### config.mk
export PLATFORM = sky130hd
export DESIGN_NAME = div_radix2
export DESIGN_NICKNAME = d
export VERILOG_FILES = /design/src/rtl/div_radix2_pkg.sv /design/src/rtl/div_radix2.sv
export SDC_FILE = /design/constraint.sdc
export NUM_CORES = 1
export LEC_CHECK = 0
export ABC_AREA = 1
export BUFFER_PORTS_ARGS = -buffer_cell sky130_fd_sc_hd__buf_2
export CAP_MARGIN = 20
export CORE_MARGIN = 10
export CORE_UTILIZATION = 51
export CTS_CLUSTER_DIAMETER = 200
export DETAILED_ROUTE_END_ITERATION = 12
export GPL_ROUTABILITY_DRIVEN = 0
export GPL_TIMING_DRIVEN = 1
export PLACE_DENSITY_LB_ADDON = 0.3
export SKIP_CTS_REPAIR_TIMING = 1
export SYNTH_ARGS = -nofsm -noshare
export SYNTH_HDL_FRONTEND = slang
export SYNTH_SLANG_ARGS = --single-unit
### constraint.sdc
create_clock -name clk -period 7.2 [get_ports clk]
set_clock_uncertainty 0.15 [all_clocks]
set_input_delay 0.36 -clock clk [delete_from_list [all_inputs] [get_ports clk]]
set_output_delay 0.36 -clock clk [all_outputs]
set_load 0.01 [all_outputs]
### src/rtl/div_radix2_pkg.sv
// rtl/div_radix2_pkg.sv - shared types for the execute-stage radix-2 divider
// Operation, ISA-configuration and divider FSM encodings plus the iteration count.
package div_radix2_pkg;

  typedef enum logic [1:0] {
    RV32I,
    RV32E,
    RV32M,
    RV32EM
  } rv32_e;

  typedef enum logic [4:0] {
    NOP,
    LUI,
    ADD,
    SUB,
    AND_OP,
    OR_OP,
    XOR_OP,
    SLL,
    SRL,
    SRA,
    SLT,
    SLTU,
    MUL,
    MULH,
    MULHSU,
    MULHU,
    DIV,
    DIVU,
    REM,
    REMU
  } iType_e;

  typedef enum logic [1:0] {
    IDLE,
    CALC,
    FINISH
  } div_fsm;

  localparam int DIV_CYCLES = 32;

  function automatic logic is_div_op(input iType_e op);
    return (op == DIV) || (op == DIVU) || (op == REM) || (op == REMU);
  endfunction

  function automatic logic has_m_ext(input rv32_e cfg);
    return (cfg == RV32M) || (cfg == RV32EM);
  endfunction

endpackage

### src/rtl/div_radix2.sv
// rtl/div_radix2.sv - iterative radix-2 restoring divider for DIV/DIVU/REM/REMU
// Stalls the pipeline for 33 cycles; zero-divisor and signed overflow resolve in the issue cycle.
module div_radix2
  import div_radix2_pkg::*;
#(
  parameter rv32_e RV32 = RV32M
) (
  input  logic        clk,
  input  logic        reset,
  input  logic [31:0] first_operand_i,
  input  logic [31:0] second_operand_i,
  input  iType_e      instruction_operation_i,
  output logic        hold_o,
  output logic [31:0] div_result_o
);

  localparam logic M_EN = has_m_ext(RV32);

  div_fsm      state;
  div_fsm      next_state;
  iType_e      op_reg;
  logic [31:0] quot_reg;
  logic [31:0] rem_reg;
  logic [31:0] dvsr_reg;
  logic        neg_q;
  logic        neg_r;
  logic [4:0]  cnt;

  logic        div_op;
  logic        signed_op;
  logic        rem_op;
  logic        div_by_zero;
  logic        overflow;
  logic        start;
  logic [31:0] dividend_abs;
  logic [31:0] divisor_abs;
  logic [32:0] rem_shift;
  logic [32:0] trial;
  logic        reg_rem_op;

  always_comb begin
    div_op      = M_EN && is_div_op(instruction_operation_i);
    signed_op   = (instruction_operation_i == DIV) || (instruction_operation_i == REM);
    rem_op      = (instruction_operation_i == REM) || (instruction_operation_i == REMU);
    div_by_zero = (second_operand_i == 32'd0);
    overflow    = signed_op && (first_operand_i == 32'h8000_0000)
                  && (second_operand_i == 32'hFFFF_FFFF);
    start       = (state == IDLE) && div_op && !div_by_zero && !overflow;
  end

  // abs(0x80000000) wraps to itself, which is the correct unsigned magnitude
  always_comb begin
    dividend_abs = (signed_op && first_operand_i[31])  ? (32'd0 - first_operand_i)  : first_operand_i;
    divisor_abs  = (signed_op && second_operand_i[31]) ? (32'd0 - second_operand_i) : second_operand_i;
  end

  always_comb begin
    rem_shift = {rem_reg, quot_reg[31]};
    trial     = rem_shift - {1'b0, dvsr_reg};
  end

  always_ff @(posedge clk) begin
    if (reset) begin
      state <= IDLE;
    end else begin
      state <= next_state;
    end
  end

  always_comb begin
    next_state = state;
    case (state)
      IDLE:    next_state = start ? CALC : IDLE;
      CALC:    next_state = (cnt == 5'd0) ? FINISH : CALC;
      FINISH:  next_state = IDLE;
      default: next_state = IDLE;
    endcase
  end

  always_ff @(posedge clk) begin
    if (reset) begin
      op_reg   <= NOP;
      quot_reg <= 32'd0;
      rem_reg  <= 32'd0;
      dvsr_reg <= 32'd0;
      neg_q    <= 1'b0;
      neg_r    <= 1'b0;
      cnt      <= 5'd0;
    end else begin
      case (state)
        IDLE: begin
          if (start) begin
            op_reg   <= instruction_operation_i;
            quot_reg <= dividend_abs;
            dvsr_reg <= divisor_abs;
            rem_reg  <= 32'd0;
            neg_q    <= signed_op && (first_operand_i[31] ^ second_operand_i[31]);
            neg_r    <= signed_op && first_operand_i[31];
            cnt      <= 5'(DIV_CYCLES - 1);
          end
        end
        CALC: begin
          if (!trial[32]) begin
            rem_reg  <= trial[31:0];
            quot_reg <= {quot_reg[30:0], 1'b1};
          end else begin
            rem_reg  <= rem_shift[31:0];
            quot_reg <= {quot_reg[30:0], 1'b0};
          end
          cnt <= cnt - 5'd1;
        end
        default: begin
        end
      endcase
    end
  end

  always_comb begin
    reg_rem_op = (op_reg == REM) || (op_reg == REMU);
  end

  always_comb begin
    hold_o       = 1'b0;
    div_result_o = 32'd0;
    case (state)
      IDLE: begin
        if (div_op) begin
          if (div_by_zero) begin
            div_result_o = rem_op ? first_operand_i : 32'hFFFF_FFFF;
          end else if (overflow) begin
            div_result_o = rem_op ? 32'd0 : 32'h8000_0000;
          end else begin
            hold_o = 1'b1;
          end
        end
      end
      CALC: hold_o = 1'b1;
      FINISH: begin
        if (reg_rem_op) begin
          div_result_o = neg_r ? (32'd0 - rem_reg) : rem_reg;
        end else begin
          div_result_o = neg_q ? (32'd0 - quot_reg) : quot_reg;
        end
      end
      default: begin
      end
    endcase
  end

endmodule

== Yosys cells after proc, flatten, opt, wreduce, memory -nomap -nowiden ==
Index checks and enable logic that the tools add are counted.
Word-level totals
  bits of input ports: 71
  flip-flop bits (word level): 110
  logic and storage cells: 74
Cells by class
  reductions and logical operators: 22
  add/sub/neg operators: 6
  bitwise gates (word level): 1
  equality and inequality tests: 11
  muxes and demuxes: 26
Operator list (number)
  $mux 32: 13
  $pmux 32 s2: 3
  $sub 1x32->32 const A: 4
  $eq 32x32->1 const B: 2
  $sub 33x32->33: 1
  $logic_not 32->1: 1
  $eq 5x5->1 const B: 6
  $pmux 5 s2: 1
  $logic_and 1x1->1: 8
  $logic_or 1x1->1: 6
  $logic_not 5->1: 1
  $mux 1: 5
  $mux 5: 1
  $sub 5x1->5 const B: 1
  $pmux 2 s2: 1
  $reduce_and 2->1: 2
  $eq 2x1->1 const B: 1
  $eq 2x2->1 const B: 1
  $logic_not 1->1: 2
  $logic_not 2->1: 1
  $mux 2: 1
  $ne 2x2->1 const B: 1
  $pmux 1 s2: 1
  $reduce_bool 2->1: 1
  $xor 1x1->1: 1

== Longest topological paths before layout ==
Gate-level depths: netlist of run 1.
  word-level depth: 9
  gate-level depth with buffers: 19
  depth with buffers taken out: 17

== Least setup slack after synthesis of run 1 ==
OpenSTA, ideal clock, no wires.
  path type: reg2reg
  start point: register quot_reg[31]
  end point: register rem_reg[10]
  cell stages (with the launch flop): 18
  required time: 6918 ps
  setup time: 132 ps
  clock period less this slack: 2405 ps
  data arrival time: 2123 ps
  slack: 4795 ps
  cell sequence: dfxtp_1 -> inv_1 -> ha_1 -> fa_1 -> inv_1 -> nand2_1 -> nand2_1 -> nand3_1 -> nand2_2 -> nand2_1 -> nand2_2 -> nand2_2 -> nand3_2 -> buf_4 -> buf_2 -> nand3_1 -> nand3_1 -> a21oi_1
On the way
  cells in the longest elaborated chain, start to end: 3
RTL lines
  start: declaration: line div_radix2.sv:22  | logic [31:0] quot_reg;
  start signal: assignment: line div_radix2.sv:94  | quot_reg <= dividend_abs;
  start signal: assignment: line div_radix2.sv:105  | quot_reg <= {quot_reg[30:0], 1'b1};
  start signal: assignment: line div_radix2.sv:108  | quot_reg <= {quot_reg[30:0], 1'b0};
  $sub 33x32->33: line div_radix2.sv:59  | trial = rem_shift - {1'b0, dvsr_reg};
  $mux 32: line div_radix2.sv:103  | if (!trial[32]) begin
  $pmux 32 s2: line div_radix2.sv:90  | case (state)
  end signal: assignment: line div_radix2.sv:104  | rem_reg <= trial[31:0];
  end signal: assignment: line div_radix2.sv:107  | rem_reg <= rem_shift[31:0];
  end: declaration: line div_radix2.sv:23  | logic [31:0] rem_reg;
Every way passes these cells.
A chain may end at the register's enable or synchronous reset.

== Worst setup path in the final report of run 1 ==
  start point: register rem_reg[6]
  end point: register rem_reg[28]
On the way
  cells in the longest elaborated chain, start to end: 3
RTL lines (line)
  $sub 33x32->33: div_radix2.sv:59
  $mux 32: div_radix2.sv:103
  $pmux 32 s2: div_radix2.sv:90
Every way passes these cells.

==> results by stage, run 1 <==
Run status:
- The flow ran to the end, and the final reports show no timing, DRC or antenna violations.

Pwr:
- In this run the static leakage power is 6.14 nW.
- Across the VDD grid, the largest voltage drop is 0.134 mV.
- In this run the power density over the cells is 179 mW/mm².

Detailed routing:
- The average wire per standard cell is 16.8 µm.
- Wires add up to 40.6 mm.
- The detailed router placed 14000 vias in this run.
- The total iterations of the first detailed-routing run is 7.
- The post-detailed-route via-to-cell ratio is 5.81.
- In this run the remaining antenna-violating nets after routing total 0.
- The post-route DRC violation count is 0.
- In this run, the number of DRC markers left after iteration 0 of detailed routing was 2032.

Layout:
- From synthesis to final layout, the design area changed by 7.78%.
- Once layout is complete, the utilization of the core stands at 0.562.
- The filler cells instantiated in the layout total 2263.
- The final layout net count is 2235.
- Of the cells placed in the final design, the portion with a size suffix greater than 1 is 0.0803.
- The multi-input combinational cells in the finished layout cover a total of 0.00773 mm².
- Registers take 0.00218 mm².
- The final antenna diode count is 0.

Critical path:
- The category of the most critical setup path is reg -> reg.
- Measured in cells, the most critical reg-to-reg path has a length of 13.
- The launch point of the worst reg-to-reg path is rem_reg[6].
- The number of buffer and inverter instances along the worst setup path is 1.
- In this run the worst setup path terminates at rem_reg[28].
- The cell repeated most along the worst path is nand2_2.
- The worst setup path is captured at a flop.
- The required time at the worst-slack endpoint is 7.27 ns.
- Data on the critical path arrives at its endpoint at 3.78 ns.
- The top fanout value on the critical path is 29.
- Setup slack on the worst reg-to-reg path comes out at 3.48 ns.
- The critical path crosses 13 cells after its start point.
- The critical path goes through ha_1 -> nand2_2 -> inv_1 -> a21oi_2 -> nand2_2 -> nand2_1 -> nand2_2 -> nand2_2 -> nand3_2 -> nand2_1 -> nand2_1 -> nand3_1 -> a21oi_1.
- The terminus of the critical flop-to-flop path is rem_reg[28].
- Among cell families on the critical path, the largest total delay comes from simple AND/OR/NAND/NOR gates.
- The critical path launch point type is a flop.
- In this run the worst setup path begins at rem_reg[6].
- The library cell contributing the largest single delay on the critical path is nand2_1.
- On the worst path, the slowest cell contributes a delay of 0.98 ns.

Timing:
- The final hold slack is 0.139 ns.
- The slew at the pin closest to its max-slew limit is 1.05 ns.
- The number of failing hold endpoints at the final stage is 0.
- Of the available clock period, the critical path in the final layout requires 0.516.
- The highest clock rate is 269 MHz.
- For the finished layout, the period the worst path requires is 3.72 ns.
- Setup repair after global routing left no endpoint under its margin.
- The total negative setup slack is 0 ns.
- The final critical-path setup slack is 3.48 ns.
- The worst max-slew margin expressed relative to the limit is 0.298.
- The count of endpoints failing setup in the final report is 0.
- The final-report max-slew violation count is 0.

Die:
- In this run the horizontal extent of the chip is 170 µm.
- The row count is 54.
- The die covers 0.0289 mm².
- The core region is 0.0220 mm².
- The die is 170 µm tall.
- The I/O pin count is 104.
- The initial core utilization is 0.522.

Global route:
- In the global route stage, met1 resource usage came out at 0.374.
- The largest net degree at the start of global routing is 70.
- The number of global-route vias before repair is 12600.
- The met3 layer usage reported by global route is 0.0412.
- The initial antenna violation count was 0.
- Summed over all layers, the global routing overflow is 0.
- The total global routing track utilization is 0.272.
- The global-route wire length before repair is 64.1 mm.
- In the global route stage, met2 resource usage came out at 0.416.
- The global routing stage identified its most utilized layer as met2.

Yosys:
- The post-synthesis cell area is 0.0115 mm².
- The synthesized design contains 0 enable-type register cells.
- The share of Yosys cell area claimed by the top area cell type is 0.191.
- The largest area contributor in the synthesized netlist is nand2_1.
- The post-synthesis cell type count is 45.
- During synthesis, Yosys emitted a total of 0 warnings.
- The most frequently used flop master after synthesis is dfxtp_1.
- A synthesized cell averages 5.51 µm².
- In this run, synthesis produced a sequential element count of 109.
- The sequential cell area fraction in the yosys report is 0.190.
- After synthesis, the share of flip-flops with an asynchronous set or reset is 0.
- When the netlist entered floorplanning its net count stood at 2191.
- Synthesis produced 2081 cells.
- After synthesis, the cell types taking the most area are nand2_1, dfxtp_1, nand3_1, inv_1, a21oi_1.

Place:
- Input and output buffers added on the ports amount to 103.
- After legalization and detailed placement, the total HPWL measured 31.5 mm.
- The worst setup timing slack at the placement stage is 3.54 ns.

CTS:
- The master cell of the clock root buffer is clkbuf_16.
- At the later pin of the worst-skew pair, clock insertion delay measures 0.37 ns.
- Counting the buffers created by CTS gives 9.
- The clock drives 109 sinks.
- After clock tree synthesis, the clock-pin slew on the worst setup and hold paths is 0.09 ns.
- No sink is reached through more buffers than the 2 on the longest clock path.
- The number of levels in the clock H-tree is 3.
- TritonCTS built the clock tree.

Hold path:
- The min-delay analysis places its worst path in the category in -> reg.

Job:
- Across the run, the number of max-cap violations was 0.
## layout by cell type (no fill, tap or decap), types with 4 or more instances in the layout
cell,netlist,routed
dfxtp_1,109,109
clkbuf_16,0,9
ha_1,38,38
nor4_1,4,4
nand2_1,584,584
nor2_2,8,7
o21bai_1,6,6
o21ai_1,7,7
xor2_1,32,32
buf_2,19,103
a21oi_1,166,166
nor3_1,36,36
xnor2_1,26,26
o31ai_1,4,4
o21ai_0,155,155
buf_4,4,6
nor2_1,206,206
nand3b_1,9,9
nand4_1,32,32
nand2_2,8,8
inv_2,12,12
o211ai_1,14,14
nand3_1,227,227
or2_2,5,5
inv_1,289,289
## kinds of logic (layout without fill, tap and decap cells)
group | Yosys count | after routing | share of synthesized area
compound gates | 361 | 361 | 0.165
xor+xnor | 58 | 58 | 0.0443
fa+ha+maj | 39 | 39 | 0.0433
buf+inv | 381 | 430 | 0.135
flops | 109 | 109 | 0.190
simple gates | 1133 | 1133 | 0.422
## worst reg2reg max path, cell delays in order (launching register included)
cell and delay, ns:
dfxtp_1 0.51, ha_1 0.36, nand2_2 0.15, inv_1 0.07
a21oi_2 0.17, nand2_2 0.10, nand2_1 0.09, nand2_2 0.06
nand2_2 0.09, nand3_2 0.50, nand2_1 0.99, nand2_1 0.14
nand3_1 0.13, a21oi_1 0.07
## power breakdown
group / internal (mW) / leakage, nW / switching [mW]
Clock: 0.283 / 0.160 / 0.267
Sequential: 0.632 / 0.886 / 0.0344
Combinational: 0.303 / 5.10 / 0.686
## cell type report
cell class / count / share of cell area
Clock inverter: 7 / 0.00831
Multi-Input combinational cell: 1591 / 0.626
Clock buffer: 9 / 0.0182
Tap cell: 280 / 0.0284
Inverter: 303 / 0.0921
Timing Repair Buffer: 111 / 0.0499
Sequential cell: 109 / 0.177
## worst min-delay path by stage
stage,depth (start not counted),start,endpoint
floorplan,2,op_reg[3],op_reg[3]
global placement,2,op_reg[3],op_reg[3]
detailed placement,2,op_reg[3],op_reg[3]
CTS,3,second_operand_i[25],dvsr_reg[25]
global route,3,second_operand_i[25],dvsr_reg[25]
finish,3,second_operand_i[25],dvsr_reg[25]
## routing by layer
layer	part of all wire	wire length (µm)
met5	0	0
met4	0.038	1560
met3	0.11	4430
met1	0.42	17100
met2	0.43	17500
## synth_stat cells (5+ instances only)
master / n
nand2_1: 584
inv_1: 289
nand3_1: 227
nor2_1: 206
a21oi_1: 166
o21ai_0: 155
dfxtp_1: 109
clkbuf_1: 42
ha_1: 38
nor3_1: 36
nand4_1: 32
xor2_1: 32
xnor2_1: 26
buf_2: 19
o211ai_1: 14
inv_2: 12
buf_6: 10
nand3b_1: 9
nand2_2: 8
nor2_2: 8
o21ai_1: 7
o21bai_1: 6
or2_2: 5
## metrics by stage
step | total power, mW | std cells | area, µm²
2_1_floorplan | 1.40 | 2081 | 11500
3_3_place_gp | 1.61 | 2392 | 12000
3_5_place_dp | 1.63 | 2393 | 12000
4_1_cts | 2.17 | 2409 | 12300
5_1_grt | 2.34 | 2410 | 12300
6_report | 2.21 | 2410 | 12300
(Power assumes the default switching activity.)
==> run 2: changes to the inputs <==
==> constraint.sdc (replaced) <==
create_clock -name clk -period 3.4 [get_ports clk]
set_clock_uncertainty 0.15 [all_clocks]
set_input_delay 0.17 -clock clk [delete_from_list [all_inputs] [get_ports clk]]
set_output_delay 0.17 -clock clk [all_outputs]
set_load 0.01 [all_outputs]
==> run 2 against run 1 <==
Compared with the run above:
- the run now ends with hold timing left
- register-to-register slack got worse by 3.0 ns
- power is 110% higher
- clock-buffer cell count unchanged
- worst setup slack lost 3.3 ns
- sequential cell count did not move
- critical path depth did not move
- wire length shrank 0.28%
- sequential power increased by 110%
- critical path type is now reg -> out
- critical endpoint is now div_result_o[20]
==> results by stage, run 2 (same netlist as run 1, synthesis figures left out) <==
Run status:
- Result of the run: complete, but fails checks (was completed).
- The final reports fail on hold timing.

CTS:
- The number of levels in the clock H-tree is 3 (unchanged).
- The clock tree from TritonCTS is built (unchanged).
- The master cell of the clock root buffer is clkbuf_16 (unchanged).
- The number of clock buffers inserted by TritonCTS is 9 (unchanged).
- The number of sinks handled by clock tree synthesis is 109 (unchanged).
- The clock slew seen by the registers of the worst setup and hold paths is 0.08 ns (was 0.09 ns).
- The source-to-sink clock delay at the later pin of the worst-skew pair is 0.37 ns (about the same).
- The maximum clock path buffer count is 2 (unchanged).

Timing:
- The slew at the pin closest to its max-slew limit is 1.04 ns (was 1.05 ns).
- The total negative setup slack is 0 ns (unchanged).
- Dividing the final minimum period by the clock period gives 0.941.
- The number of failing hold endpoints at the final stage was 5 (was 0).
- The final-report max-slew violation count came to 0 (unchanged).
- The final hold slack came to -0.0325 ns (was 0.139 ns).
- The worst max-slew margin expressed relative to the limit is 0.305 (was 0.298).
- Static timing analysis puts the maximum clock frequency at 313 MHz.
- The count of endpoints failing setup in the final report is 0 (unchanged).
- The minimum period implied by the final worst setup slack is 3.20 ns.
- Setup repair after global routing missed its margin: false (unchanged).

Place:
- The count of buffers from port buffering is 103 (unchanged).
- The final HPWL from detailed placement is 31.9 mm (was 31.5 mm).
- The placed cell area came to 0.0121 mm² (was 0.0120 mm²).
- The number of instances in the placed design is 2406 (was 2393).

Critical path:
- The critical path launch point type is a flop (unchanged).
- The number of buffer and inverter instances along the worst setup path was 2 (was 1).
- The type of element capturing the critical path is an output port (was flop).
- The cell repeated most along the worst path is nand2_1 (was nand2_2).
- The maximum single-stage delay on the critical path is 0.32 ns (was 0.98 ns).
- The signal arrival time at the worst endpoint is 2.88 ns (was 3.78 ns).
- The category of the most critical setup path is reg -> out (was reg -> reg).
- The top fanout value on the critical path is 5 (was 29).
- The start point of the critical path is quot_reg[1] (was rem_reg[6]).
- Cell chain of the critical path: inv_1 -> ha_1 -> nand3_1 -> nor2_1 -> nand2_1 -> nor2_1 -> nand3b_1 -> nand2_1 -> a21oi_1 -> o21ai_0 -> nand3_1 -> nand2_1 -> buf_2 (was ha_1 -> nand2_2 -> inv_1 -> a21oi_2 -> nand2_2 -> nand2_1 -> nand2_2 -> nand2_2 -> nand3_2 -> nand2_1 -> nand2_1 -> nand3_1 -> a21oi_1).
- The required time at the worst-slack endpoint is 3.08 ns (was 7.27 ns).
- The launch point of the worst reg-to-reg path was rem_reg[12] (was rem_reg[6]).
- The library cell contributing the largest single delay on the critical path is dfxtp_1 (was nand2_1).
- The family of cells with the greatest summed delay on the critical path is simple AND/OR/NAND/NOR gates (unchanged).

Global route:
- The global-route wire length before repair is 63.7 mm (was 64.1 mm).
- The total congestion overflow after global routing is 0 (unchanged).
- The number of global-route vias before repair was 12300 (was 12600).
- The total global routing track utilization is 0.270 (was 0.272).
- The largest net degree at the start of global routing was 64 (was 70).
- The initial antenna violation count was 0 (unchanged).

Layout:
- The final antenna diode count is 0 (unchanged).
- The proportion of layout cells with a drive suffix above 1 came to 0.0854 (was 0.0803).
- The share of the core filled with cells is 0.563 (was 0.562).
- The number of cells in the finished layout apart from fillers is 2423 (was 2410).
- Top library cells by usage in the layout, fill and taps aside: nand2_1, inv_1, nand3_1 (unchanged).
- The design area is 0.0124 mm² (was 0.0123 mm²).
- The area added between synthesis and finish came to 7.97% (was 7.78%).
- The final layout net count is 2248 (was 2235).
- The commonest non-fill, non-tap cell in the layout is nand2_1 (unchanged).

Pwr:
- The power after layout is 4.61 mW (was 2.21 mW).
- The leakage power is 6.17 nW (was 6.14 nW).
- The areal power density over the cells is 373 mW/mm² (was 179 mW/mm²).
- The maximum vdd ir drop is 0.277 mV (was 0.134 mV).

Detailed routing:
- The post-route DRC violation count was 0 (unchanged).
- The total iterations of the first detailed-routing run was 6 (was 7).
- The DRC marker count from the first detailed-route iteration is 1714 (was 2032).
- The total wire length after detailed routing came to 40.5 mm (was 40.6 mm).
- The total vias in the final route is 13900 (was 14000).
- The average wire per standard cell was 16.7 µm (was 16.8 µm).
- The number of antenna-violating nets in the routed design came to 0 (unchanged).
- The post-detailed-route via-to-cell ratio came to 5.73 (was 5.81).

Job:
- The reported max-cap violation count is 0 (unchanged).

Hold path:
- The source of the worst hold timing path is second_operand_i[30] (was second_operand_i[25]).
- The class of the tightest hold or removal check is in -> reg (unchanged).

Die:
- The floorplan core area came to 0.0220 mm² (unchanged).
- The die width is 170 µm (unchanged).
- The initial core utilization is 0.522 (unchanged).
- The row count came to 54 (unchanged).
- The I/O pin count is 104 (unchanged).
- The area of the die came to 0.0289 mm² (unchanged).
- The vertical die dimension is 170 µm (unchanged).
[run 2: cell types whose count changed in the layout (fill, tap and decap cells not counted), sizes merged]
cell and change:
clkinv -1, bufinv -1, buf +12, dlygate4sd3 +1
clkinvlp +1, inv +1
[run 2: per-stage QoR]
| stage | hold WS, ns | worst slack [ns] |
|---|---|---|
| floorplan | 0.158 | 0.995 |
| global placement | 0.281 | 0.561 |
| detailed placement | 0.295 | 0.558 |
| CTS | -0.0494 | 0.324 |
| global route | 0.00713 | 0.0104 |
| finish | -0.0325 | 0.201 |
[run 2: path summary, 6_finish.rpt]
| path | end | slack, ns | cells after the start |
|---|---|---|---|
| setup reg to reg | rem_reg[17] | 0.53 | 14 |
| hold / removal | dvsr_reg[30] | -0.03 | 3 |
| hold reg to reg | op_reg[2] | 0.31 | 2 |
| setup / recovery | div_result_o[20] | 0.20 | 13 |
[run 2: per-layer routing]
layer	global-route usage	up-vias	routed length (µm)	share of wire
li1	-	6807	-	-
met4	0.0828	0	1260	0.031
met5	0	-	0	0
met1	0.370	6228	17200	0.42
met3	0.0456	109	4150	0.10
met2	0.423	743	17900	0.44
[run 2: power breakdown]
part	total (mW)	leakage, nW	switching, mW	internal (mW)
registers	1.41	0.886	0.0691	1.34
clock network	1.08	0.140	0.565	0.517
logic	2.12	5.14	1.46	0.655
total	4.61	6.17	2.10	2.51
[run 2: layout make-up]
type | count | area [µm²]
Sequential cell | 109 | 2180
Timing Repair Buffer | 124 | 676
Tap cell | 280 | 350
Fill cell | 2295 | 9590
Inverter | 303 | 1140
Clock buffer | 9 | 225
Clock inverter | 7 | 65.1
Multi-Input combinational cell | 1591 | 7730
[run 2: worst register-to-register path, stage by stage (launching register included)]
cell and delay [ns]:
dfxtp_1 0.54, ha_1 0.35, nand2_1 0.08, inv_1 0.06, nand2_1 0.14, inv_1 0.06, a21oi_1 0.19, nand2_2 0.10
nand2_2 0.09, nand3_2 0.24, nand2_1 0.15, buf_4 0.32, nand2_1 0.10, nand3_1 0.09, a21oi_1 0.07
==> run 3: changes to the inputs <==
--- a/config.mk
+++ b/config.mk
@@ -9,7 +9,7 @@
 export BUFFER_PORTS_ARGS = -buffer_cell sky130_fd_sc_hd__buf_2
 export CAP_MARGIN = 20
 export CORE_MARGIN = 10
-export CORE_UTILIZATION = 51
+export CORE_UTILIZATION = 56
 export CTS_CLUSTER_DIAMETER = 200
 export DETAILED_ROUTE_END_ITERATION = 12
 export GPL_ROUTABILITY_DRIVEN = 0
==> run 3 against run 2 <==
Compared with the run above:
- the run still ends with hold timing left
- combinational power is essentially flat
- via count grew 0.97%
- first-iteration DRC count grew 22%
- worst setup slack gained 0.058 ns
- sequential cell count is the same
- design area grew 0.44%
- utilization grew 5.3 points
- wire length shrank 1.1%
- clock-buffer cell count is the same
- final cell count shrank 0.37%
- critical endpoint is now div_result_o[21]
- largest cell class unchanged
- largest power group unchanged
- highest routed layer is now met5
==> results by stage, run 3 (same netlist as run 1, synthesis figures left out) <==
Pwr:
- The areal power density over the cells came to 381 mW/mm² (was 373 mW/mm²).
- The leakage power is 6.20 nW (was 6.17 nW).
- The switching share of power is 0.449 (was 0.455).
- The share of power burned in registers is 0.297 (was 0.305).
- The switching power is 2.13 mW (was 2.10 mW).
- The relative contribution of the clock network to total power is 0.255 (was 0.235).
- The part of the total power dissipated in combinational logic came to 0.448 (was 0.460).
- The cell-internal power is 2.61 mW (was 2.51 mW).
- The maximum vdd ir drop is 0.298 mV (was 0.277 mV).

Timing:
- The slew at the pin closest to its max-slew limit is 0.973 ns (was 1.04 ns).
- The total negative setup slack came to 0 ns (unchanged).
- The portion of the clock cycle consumed by the worst path in the final layout came to 0.924 (was 0.941).
- The worst max-slew margin expressed relative to the limit was 0.350 (was 0.305).
- The final-report max-slew violation count was 0 (unchanged).
- The minimum period implied by the final worst setup slack was 3.14 ns (was 3.20 ns).
- The number of failing hold endpoints at the final stage is 6 (was 5).
- The count of endpoints failing setup in the final report is 0 (unchanged).
- Setup repair after global routing missed its margin: false (unchanged).
- The highest clock rate is 318 MHz (was 313 MHz).
- The final hold slack is -0.0569 ns (was -0.0325 ns).

Die:
- The area of the die came to 0.0266 mm² (was 0.0289 mm²).
- The floorplan core area came to 0.0202 mm² (was 0.0220 mm²).
- The I/O pin count is 104 (unchanged).
- The initial core utilization is 0.568 (was 0.522).
- The vertical die dimension was 163 µm (was 170 µm).
- The row count is 52 (was 54).
- The die width is 163 µm (was 170 µm).

Detailed routing:
- The total wire length after detailed routing is 40.0 mm (was 40.5 mm).
- The post-route DRC violation count is 0 (unchanged).
- The DRC marker count from the first detailed-route iteration is 2093 (was 1714).
- The number of antenna-violating nets in the routed design is 0 (unchanged).
- The average wire per standard cell is 16.6 µm (was 16.7 µm).
- The post-detailed-route via-to-cell ratio is 5.81 (was 5.73).
- The total iterations of the first detailed-routing run is 6 (unchanged).
- The total vias in the final route is 14000 (was 13900).

Layout:
- The area added between synthesis and finish is 8.45% (was 7.97%).
- The area of combinational cells with multiple inputs was 0.00774 mm² (was 0.00773 mm²).
- The number of cells in the finished layout apart from fillers was 2414 (was 2423).
- The register cell area after layout is 0.00218 mm² (unchanged).
- The final layout net count is 2249 (was 2248).
- The proportion of layout cells with a drive suffix above 1 is 0.0858 (was 0.0854).
- The final antenna diode count is 0 (unchanged).
- The commonest non-fill, non-tap cell in the layout is nand2_1 (unchanged).
- Top library cells by usage in the layout, fill and taps aside: nand2_1, inv_1, nand3_1 (unchanged).
- The count of fill cells added during filler insertion came to 2027 (was 2295).

Critical path:
- The signal arrival time at the worst endpoint was 2.82 ns (was 2.88 ns).
- The required time at the worst-slack endpoint is 3.08 ns (about the same).
- The critical path launch point type was a flop (unchanged).
- The top fanout value on the critical path came to 7 (was 5).
- The category of the most critical setup path is reg -> out (unchanged).
- The type of element capturing the critical path is an output port (unchanged).

Place:
- The number of instances in the placed design is 2396 (was 2406).
- The count of buffers from port buffering is 103 (unchanged).
- The final HPWL from detailed placement is 31.3 mm (was 31.9 mm).

Global route:
- The global-route wire length before repair is 63.2 mm (was 63.7 mm).
- The largest net degree at the start of global routing was 64 (unchanged).
- The total global routing track utilization is 0.290 (was 0.270).
- The met3 layer usage reported by global route came to 0.0740 (was 0.0456).
- The met1 track demand over resource in global routing is 0.377 (was 0.370).
- The number of global-route vias before repair is 12700 (was 12300).
- The total congestion overflow after global routing is 0 (unchanged).
- The peak-usage layer in the global routing report is met2 (unchanged).
- The met2 usage is 0.448 (was 0.423).
- The initial antenna violation count came to 1 (was 0).

CTS:
- The number of sinks handled by clock tree synthesis is 109 (unchanged).
- The clock slew seen by the registers of the worst setup and hold paths came to 0.09 ns (was 0.08 ns).
- The source-to-sink clock delay at the later pin of the worst-skew pair is 0.38 ns (was 0.37 ns).
- The number of levels in the clock H-tree is 3 (unchanged).
- The maximum clock path buffer count came to 2 (unchanged).
- The clock tree from TritonCTS is built (unchanged).
- The master cell of the clock root buffer was clkbuf_16 (unchanged).
- The number of clock buffers inserted by TritonCTS is 9 (unchanged).

Run status:
- Violated checks: hold timing (unchanged).
- Result of the run: complete, but fails checks (unchanged).

Job:
- The reported max-cap violation count came to 0 (unchanged).

Hold path:
- The class of the tightest hold or removal check was in -> reg (unchanged).
-- run 3: cell type report --
cell class	instances	area share
tap	270	0.0272
sequential	109	0.176
clock buffer	9	0.0181
timing repair buffer	125	0.0562
inverter	303	0.0915
clock inverter	7	0.00866
multi-input combinational	1591	0.623
-- run 3: stage by stage --
step	total power [mW]	cell area, µm²	hold WS, ns	util	setup slack (ns)
2_1_floorplan	2.96	11500	0.158	-	0.995
5_1_grt	5.02	12400	0.00297	0.616	0.0131
3_3_place_gp	3.43	12100	0.281	0.598	0.687
3_5_place_dp	3.47	12100	0.292	0.598	0.594
6_report	4.74	12400	-0.0569	0.616	0.259
4_1_cts	4.66	12400	-0.0572	0.615	0.368
-- run 3: final timing paths --
path | cells after the start | endpoint | slack, ns | start
max reg2reg | 18 | rem_reg[20] | 0.54 | quot_reg[31]
max | 14 | div_result_o[21] | 0.26 | quot_reg[1]
min | 3 | dvsr_reg[0] | -0.06 | second_operand_i[0]
min reg2reg | 2 | op_reg[2] | 0.31 | op_reg[2]
-- run 3: worst max-delay path: stages, from the launching register on --
cell,delay (ns)
dfxtp_1,0.33
inv_1,0.13
nand3_1,0.13
nor2_1,0.49
inv_1,0.19
nor2_1,0.21
inv_1,0.10
nor2_1,0.13
nand3_1,0.10
nand2_1,0.07
nand2_1,0.05
nand3_1,0.07
nand3_1,0.18
nand2_1,0.12
buf_2,0.13
-- run 3: layer usage --
metal	routed length (µm)	share of wire	vias to the layer above
met5	17	0.00042	-
met4	1670	0.042	2
met3	4470	0.11	139
met2	17400	0.44	804
met1	16400	0.41	6263
li1	-	-	6814
-- run 3: power groups by stage --
| stage | Clock [mW] | Sequential (mW) | Combinational, mW |
|---|---|---|---|
| after floorplan | 0 | 1.41 | 1.56 |
| after global placement | 0 | 1.43 | 2.00 |
| after detailed placement | 0 | 1.43 | 2.04 |
| after CTS | 1.20 | 1.40 | 2.05 |
| after global routing | 1.24 | 1.41 | 2.36 |
| final | 1.21 | 1.41 | 2.12 |
